<file path="src/rtl/fwd_hazard_ctrl.sv">
// Forwarding and load-use hazard controller for the 19-bit pipelined CPU.
// Tracks EX/MEM/WB destination info, drives the operand forwarding mux selects, and handles stalls and flushes.
module fwd_hazard_ctrl #(
  parameter int REG_AW   = 3,
  parameter bit ZERO_REG = 1'b1,
  parameter int CNT_W    = 16
) (
  input  logic              clk,
  input  logic              rst,
  input  logic              id_valid,
  input  logic [REG_AW-1:0] id_rs1,
  input  logic [REG_AW-1:0] id_rs2,
  input  logic              id_use_rs1,
  input  logic              id_use_rs2,
  input  logic [REG_AW-1:0] id_rd,
  input  logic              id_rd_we,
  input  logic              id_is_load,
  input  logic              flush,
  input  logic              cnt_clr,
  output logic [1:0]        fwd_sel_a,
  output logic [1:0]        fwd_sel_b,
  output logic              stall,
  output logic              ex_bubble,
  output logic [CNT_W-1:0]  stall_count
);

  logic              ex_valid, ex_use1, ex_use2, ex_we, ex_load;
  logic [REG_AW-1:0] ex_rs1, ex_rs2, ex_rd;
  logic              mem_valid, mem_we, mem_load;
  logic [REG_AW-1:0] mem_rd;
  logic              wb_valid, wb_we;
  logic [REG_AW-1:0] wb_rd;

  logic mem_hit_a, wb_hit_a, mem_hit_b, wb_hit_b, load_use;

  // A stage is a producer of register r only if it really writes r; r0 never counts when hardwired.
  function automatic logic hits(input logic v, input logic we,
                                input logic [REG_AW-1:0] rd, input logic [REG_AW-1:0] r);
    return v && we && (rd == r) && (!ZERO_REG || (rd != '0));
  endfunction

  always_comb begin
    mem_hit_a = ex_valid && ex_use1 && !mem_load && hits(mem_valid, mem_we, mem_rd, ex_rs1);
    wb_hit_a  = ex_valid && ex_use1 && hits(wb_valid, wb_we, wb_rd, ex_rs1);
    mem_hit_b = ex_valid && ex_use2 && !mem_load && hits(mem_valid, mem_we, mem_rd, ex_rs2);
    wb_hit_b  = ex_valid && ex_use2 && hits(wb_valid, wb_we, wb_rd, ex_rs2);
    fwd_sel_a = mem_hit_a ? 2'b01 : (wb_hit_a ? 2'b10 : 2'b00);
    fwd_sel_b = mem_hit_b ? 2'b01 : (wb_hit_b ? 2'b10 : 2'b00);
    load_use  = ex_load && ((id_use_rs1 && hits(ex_valid, ex_we, ex_rd, id_rs1)) ||
                            (id_use_rs2 && hits(ex_valid, ex_we, ex_rd, id_rs2)));
    stall     = !flush && id_valid && load_use;
  end

  // MEM and WB always advance; EX is squashed on flush, bubbled on stall, else loaded from ID.
  always_ff @(posedge clk or posedge rst) begin
    if (rst) begin
      ex_valid  <= 1'b0;
      ex_rs1    <= '0;
      ex_rs2    <= '0;
      ex_use1   <= 1'b0;
      ex_use2   <= 1'b0;
      ex_rd     <= '0;
      ex_we     <= 1'b0;
      ex_load   <= 1'b0;
      ex_bubble <= 1'b0;
      mem_valid <= 1'b0;
      mem_rd    <= '0;
      mem_we    <= 1'b0;
      mem_load  <= 1'b0;
      wb_valid  <= 1'b0;
      wb_rd     <= '0;
      wb_we     <= 1'b0;
    end else begin
      mem_valid <= ex_valid;
      mem_rd    <= ex_rd;
      mem_we    <= ex_we;
      mem_load  <= ex_load;
      wb_valid  <= mem_valid;
      wb_rd     <= mem_rd;
      wb_we     <= mem_we;
      ex_rs1    <= id_rs1;
      ex_rs2    <= id_rs2;
      ex_use1   <= id_use_rs1;
      ex_use2   <= id_use_rs2;
      ex_rd     <= id_rd;
      ex_we     <= id_rd_we;
      ex_load   <= id_is_load;
      if (flush) begin
        ex_valid  <= 1'b0;
        ex_bubble <= 1'b0;
      end else if (stall) begin
        ex_valid  <= 1'b0;
        ex_bubble <= 1'b1;
      end else begin
        ex_valid  <= id_valid;
        ex_bubble <= 1'b0;
      end
    end
  end

  always_ff @(posedge clk or posedge rst) begin
    if (rst) begin
      stall_count <= '0;
    end else if (cnt_clr) begin
      stall_count <= '0;
    end else if (stall && (stall_count != '1)) begin
      stall_count <= stall_count + CNT_W'(1);
    end
  end

endmodule

</file>
<file path="config.mk">
export PLATFORM = sky130hd
export DESIGN_NAME = fwd_hazard_ctrl
export DESIGN_NICKNAME = d
export VERILOG_FILES = /design/src/rtl/fwd_hazard_ctrl.sv
export SDC_FILE = /design/constraint.sdc
export NUM_CORES = 1
export LEC_CHECK = 0
export ABC_AREA = 1
export CORE_MARGIN = 2
export CORE_UTILIZATION = 44
export CTS_CLUSTER_DIAMETER = 30
export CTS_CLUSTER_SIZE = 30
export DETAILED_ROUTE_END_ITERATION = 7
export GPL_TIMING_DRIVEN = 1
export PLACE_DENSITY = 0.74
export SLEW_MARGIN = 20
export SYNTH_ARGS = -nofsm -noshare
export SYNTH_HDL_FRONTEND = slang
export SYNTH_SLANG_ARGS = --single-unit
</file>
<file path="constraint.sdc">
create_clock -name clk -period 2.76 [get_ports clk]
set_input_delay 0.552 -clock clk [delete_from_list [all_inputs] [get_ports clk]]
set_output_delay 0.552 -clock clk [all_outputs]
set_load 0.02 [all_outputs]
</file>
==> results of run 1 <==
power breakdown:
part | switching [mW] | leakage [nW] | internal (mW)
Combinational | 0.0695 | 0.700 | 0.0579
Sequential | 0.0232 | 0.530 | 0.639
Clock | 0.217 | 0.0472 | 0.201
Total | 0.310 | 1.28 | 0.898
logic make-up after synthesis:
logic type / Yosys count
adders and majority gates: 1
AOI/OAI and AO/OA: 7
DFF: 42
and+or+nand+nor: 168
xor gates and xnor gates: 17
buffers and inverters: 35
cell usage after synthesis (2+ instances only):
library cell | instances | area, sq um
nor2_1 | 41 | 154
dfrtp_1 | 42 | 1050
nand2_1 | 78 | 293
inv_2 | 3 | 11.3
a21oi_1 | 2 | 10.0
xor2_1 | 11 | 96.3
nand4_1 | 6 | 37.5
inv_1 | 24 | 90.1
nand2_2 | 5 | 31.3
and3_1 | 2 | 12.5
buf_4 | 3 | 22.5
nand3_1 | 23 | 115
xnor2_1 | 6 | 52.6
o21ai_0 | 2 | 10.0
nor3_1 | 7 | 35.0
per-stage QoR:
stage	worst slack [ps]	instances	utilization [%]
5_1_grt	99.2	380	57.2
2_1_floorplan	1030	270	-
4_1_cts	188	380	57.2
6_report	212	380	57.2
3_3_place_gp	-78.4	372	55.2
3_5_place_dp	-85.9	372	55.2
worst max path at each step:
stage               startpoint      endpoint  slack (ps)  cells past startpoint
floorplan            mem_rd[2]  fwd_sel_a[1]        1030                      5
global placement     id_rs2[0]         stall         -80                      9
CTS                  id_rs2[0]         stall         190                      9
finish               id_rs2[0]         stall         210                      9
global route         id_rs2[1]         stall         100                      9
detailed placement   id_rs2[0]         stall         -90                      9
repair_timing:
item | CTS | global route
hold buffers | 0 | 0
resized for setup | 1 | 0
endpoints found under the setup margin | 1 | 0
flip-flops by register name (all words and copies together), names as in the netlist, 3 cells and up:
| name | flops |
|---|---|
| stall_count | 16 |
| ex_rd | 3 |
| ex_rs1 | 3 |
| ex_rs2 | 3 |
| mem_rd | 3 |
| wb_rd | 3 |
cell type report:
type	count	area (sq um)
clock buffers	6	82.6
flip-flops and latches	42	1050
well taps	67	83.8
repair buffers	42	412
multi-input cells	193	971
clock inverters	2	12.5
fillers	473	2040
inverters	28	105
layout by cell type (no fill, tap or decap), types with 3 or more instances in the layout:
master	n
nand2_1	78
dfrtp_1	42
nor2_1	41
clkdlybuf4s50_1	38
inv_1	24
nand3_1	23
xor2_1	11
nor3_1	7
nand4_1	6
xnor2_1	6
clkbuf_8	6
nand2_2	5
inv_2	3
buf_4	3
layer usage:
metal / global-route usage [%] / wire (microns) / vias up
met5: 0 / 0 / -
met4: 6.55 / 72 / 0
met3: 3.66 / 186 / 6
met2: 33.0 / 2370 / 42
met1: 20.9 / 1880 / 850
li1: - / - / 929
==> out/metrics.yaml, run 1 <==
min_to: "mem_load"
hold_viol: 0
drive_gt1_share_pct: 7.99
fmax_mhz: 393
die_h_microns: 74.5
via_count: 1827
setup_viol: 0
clk_latency_ps: 300
nets: 331
synth_cell_type_count: 30
die_w_microns: 74.5
rsz0062_at_grt: "no"
power_density_nw_per_um2: 444
area_delta_synth_final_pct: 24.1
critPathSlowestCell: "clkdlybuf4s50_1"
worstPathRequired_ps: 2210
cts_root_buffer: "clkbuf_8"
synth-simple-area-share_pct: 34.3
ctsLongestPathBuffers: 2
start_util_pct: 46.1
synth_async_sr_flop_share_pct: 100
synth_fa_ha_area_share_pct: 0.571
tightest_slew_ps: 531
netlist_area_sq_um: 2190
r2r_setup_slack_ps: 970
crit_path_end_kind: "output pin"
p_total_mw: 1.21
critPathArrivalTime_ps: 2000
worstPathBufferInverterCount: 3
fp.coreArea_sq_um: 4750
clk_pin_slew_ps: 80
min_path_cells: 0
tritoncts: "built"
hpwl_microns: 3360
skew_ps: 3.18
cts.sinks: 42
status: "completed"
dieArea_sq_um: 5560
crit_path_frequent_cell: "nand2_1"
routed_via_density: 4.81
io_buffer_count: 39
startpoint_type: "input pin"
synth_xor_area_share_pct: 6.80
avgSynthCellArea_sq_um: 8.11
io_pins: 40
worstRegToRegCells: 8
drt_iter0_markers: 122
grt_max_degree: 43
r2r_start: "stall_count[0]"
path_max_fanout: 3
firstDrtPassIters: 4
synth_top_family_by_area: "simple AND/OR/NAND/NOR gates"
r2r-end: "stall_count[6]"
synth-seq-cells: 42
postCtsSetupBuffers: 0
grt_pass1_wl_microns: 7510
slew_headroom_pct: 64.4
htreeDepth: 2
drv_cap: 0
drv_slew: 0
path_class: "input pin to output pin"
gp_congestion: 0.889
antenna_found_initial: 0
hold_class: "register to register"
yosysWarnings: 0
max_stage_delay_ps: 470
wl_microns: 4510
cts_buffers: 5
synth-compound-area-share_pct: 2.63
antenna_cells: 0
synthMuxAreaShare_pct: 0
hold_start: "ex_load"
crit_family: "buffers and inverters"
grt_pass1_vias: 1712
synth_edf_count: 0
drc: 0
final.period_utilization_pct: 92.3
wl_per_cell_microns: 11.9
setup_tns_ps: 0
whs_ps: 381
ant_nets: 0
overflow: 0
syn-num-nets: 289
period_needed_ps: 2550
ir_drop_mv: 0.225
netlist_instances: 270
post-route-cell-area_sq_um: 2720
track_usage_pct: 18.1
leakage_nw: 1.28
dpl_cell_area_sq_um: 2620
row_count: 25
synthFlopType: "dfrtp_1"
crit_chain: "clkdlybuf4s50_1 -> inv_1 -> nand2_1 -> nand2_1 -> nor2_1 -> nand2_1 -> nand2_2 -> and3_1 -> dlygate4sd2_1"
ys_seq_area_share_pct: 48.0
No activity file was read; power rests on OpenSTA's default activity.
==> inputs of run 2 (changes only) <==
==> constraint.sdc (replaced) <==
create_clock -name clk -period 2.4 [get_ports clk]
set_input_delay 0.48 -clock clk [delete_from_list [all_inputs] [get_ports clk]]
set_output_delay 0.48 -clock clk [all_outputs]
set_load 0.02 [all_outputs]
==> run 2 against run 1 <==
Effect of this change: global-route usage increased by 0.76 points; die area unchanged; count of clock-buffer cells in the layout decreased by 1; critical path depth unchanged; clock power increased by 36%; worst hold slack improved by 0.77 ps; largest cell class unchanged; largest power group unchanged.
==> out/metrics.yaml, run 2 (same netlist as run 1, synthesis figures left out) <==
status: "completed"
cts.sinks: 42
clk_pin_slew_ps: 80
grt_max_degree: 43
clk_latency_ps: 300
switching_share_pct: 24.7
crit_family: "buffers and inverters"
pwr-share-comb_pct: 10.1
final.period_utilization_pct: 94.0
area_delta_synth_final_pct: 26.6
ant_nets: 0
crit_path_start: "id_rs1[2]"
cts_hold_buf: 0
worstPathBufferInverterCount: 3
nets: 334
io_buffer_count: 39
slew_headroom_pct: 66.2
n_fill_cell: 456
drv_slew: 0
die_w_microns: 74.5
final_util_pct: 58.3
skew_ps: 4.04
start_util_pct: 46.1
hold_viol: 0
wl_microns: 4600
fmax_mhz: 443
routed_via_density: 4.82
p_total_mw: 1.48
r2r_start: "stall_count[0]"
firstDrtPassIters: 4
grt_pass1_vias: 1716
power_density_nw_per_um2: 534
power_frac_seq_pct: 51.4
drt_iter0_markers: 134
crit_path_end_kind: "output pin"
internal_power_mw: 1.11
grt_pass1_wl_microns: 7750
tightest_slew_ps: 507
ctsLongestPathBuffers: 2
dieArea_sq_um: 5560
r2r-end: "stall_count[10]"
final_cell_mix: "78 x nand2_1, 42 x dfrtp_1, 41 x nor2_1"
critPathArrivalTime_ps: 1780
largest_register_ffs: 16
setup_viol: 0
worstRegToRegCells: 8
crit_chain: "clkdlybuf4s50_1 -> inv_1 -> nand2_1 -> nand2_1 -> nor2_1 -> nand2_1 -> nand2_2 -> and3_1 -> buf_2"
max_stage_delay_ps: 510
wl_per_cell_microns: 12.0
row_count: 25
p_switching_uw: 365
path_max_fanout: 3
crit_end: "stall"
antenna_found_initial: 0
path_class: "input pin to output pin"
fp.coreArea_sq_um: 4750
hold_class: "register to register"
drive_gt1_share_pct: 9.18
largest_register: "stall_count"
hpwl_microns: 3450
period_needed_ps: 2260
crit_path_frequent_cell: "nand2_1"
htreeDepth: 2
rsz0062_at_grt: "no"
clkPwrFrac_pct: 38.4
path_depth: 9
leakage_nw: 1.37
io_pins: 40
drc: 0
gp_congestion: 0.888
via_count: 1847
antenna_cells: 0
r2r_setup_slack_ps: 660
cts_root_buffer: "clkbuf_8"
final_common_cell: "nand2_1"
ir_drop_mv: 0.335
drv_cap: 0
die_h_microns: 74.5
worstPathRequired_ps: 1920
tritoncts: "built"
critPathSlowestCell: "clkdlybuf4s50_1"
track_usage_pct: 18.8
cts_buffers: 5
startpoint_type: "input pin"
overflow: 0
==> run 2: worst reg2reg max path: stages (launching register included) <==
cell and delay, ps:
dfrtp_1 460, ha_1 240, nand3_2 170, nor2_4 170
nand2_2 90, nand4_4 180, nand2_4 170, nand2_1 100
nand2_1 60
==> run 2: area by class of cell <==
type / count / area [sq um] / area share, %
clock buffers: 5 / 68.8 / 2.48
clock inverters: 3 / 43.8 / 1.58
inverters: 28 / 105 / 3.79
multi-input cells: 193 / 971 / 35.0
flip-flops and latches: 42 / 1050 / 37.9
well taps: 67 / 83.8 / 3.02
repair buffers: 45 / 449 / 16.2
==> run 2: repair_timing <==
item / 4_1_cts / 5_1_grt
setup buffers: 0 / 0
endpoints found under the setup margin: 2 / 4
resized for setup: 4 / 4
gates cloned: 0 / 0
==> run 2: per-stage QoR <==
step	area [sq um]	setup TNS, ps	cells	hold WS (ps)	worst slack [ps]
floorplan	2190	0	270	354	722
global placement	2660	-293	375	355	-293
detailed placement	2660	-296	375	365	-296
CTS	2770	0	383	384	19.6
global route	2770	0	383	396	34.3
finish	2770	0	383	381	144
==> run 2: worst min-delay path by stage <==
stage,depth (start not counted),slack [ps],from,endpoint
floorplan,0,350,mem_we,wb_we
global placement,0,360,mem_valid,wb_valid
detailed placement,0,370,ex_load,mem_load
CTS,0,380,ex_load,mem_load
global route,0,400,ex_load,mem_load
finish,0,380,ex_load,mem_load
==> run 2: layer usage <==
layer	share of wire [%]	wire length, microns	up-vias	global-route usage (%)
met4	1.3	59	0	5.95
met5	0	0	-	0
met2	51	2350	56	32.3
met1	41	1910	848	23.2
li1	-	-	937	-
met3	6.2	285	6	5.01
==> run 2: power groups by stage <==
stage          Sequential [mW]  Clock (mW)  Combinational, mW
2_1_floorplan            0.778           0             0.0820
4_1_cts                  0.762       0.576              0.153
3_3_place_gp             0.775           0              0.150
6_report                 0.761       0.569              0.150
5_1_grt                  0.766       0.613              0.169
3_5_place_dp             0.776           0              0.152
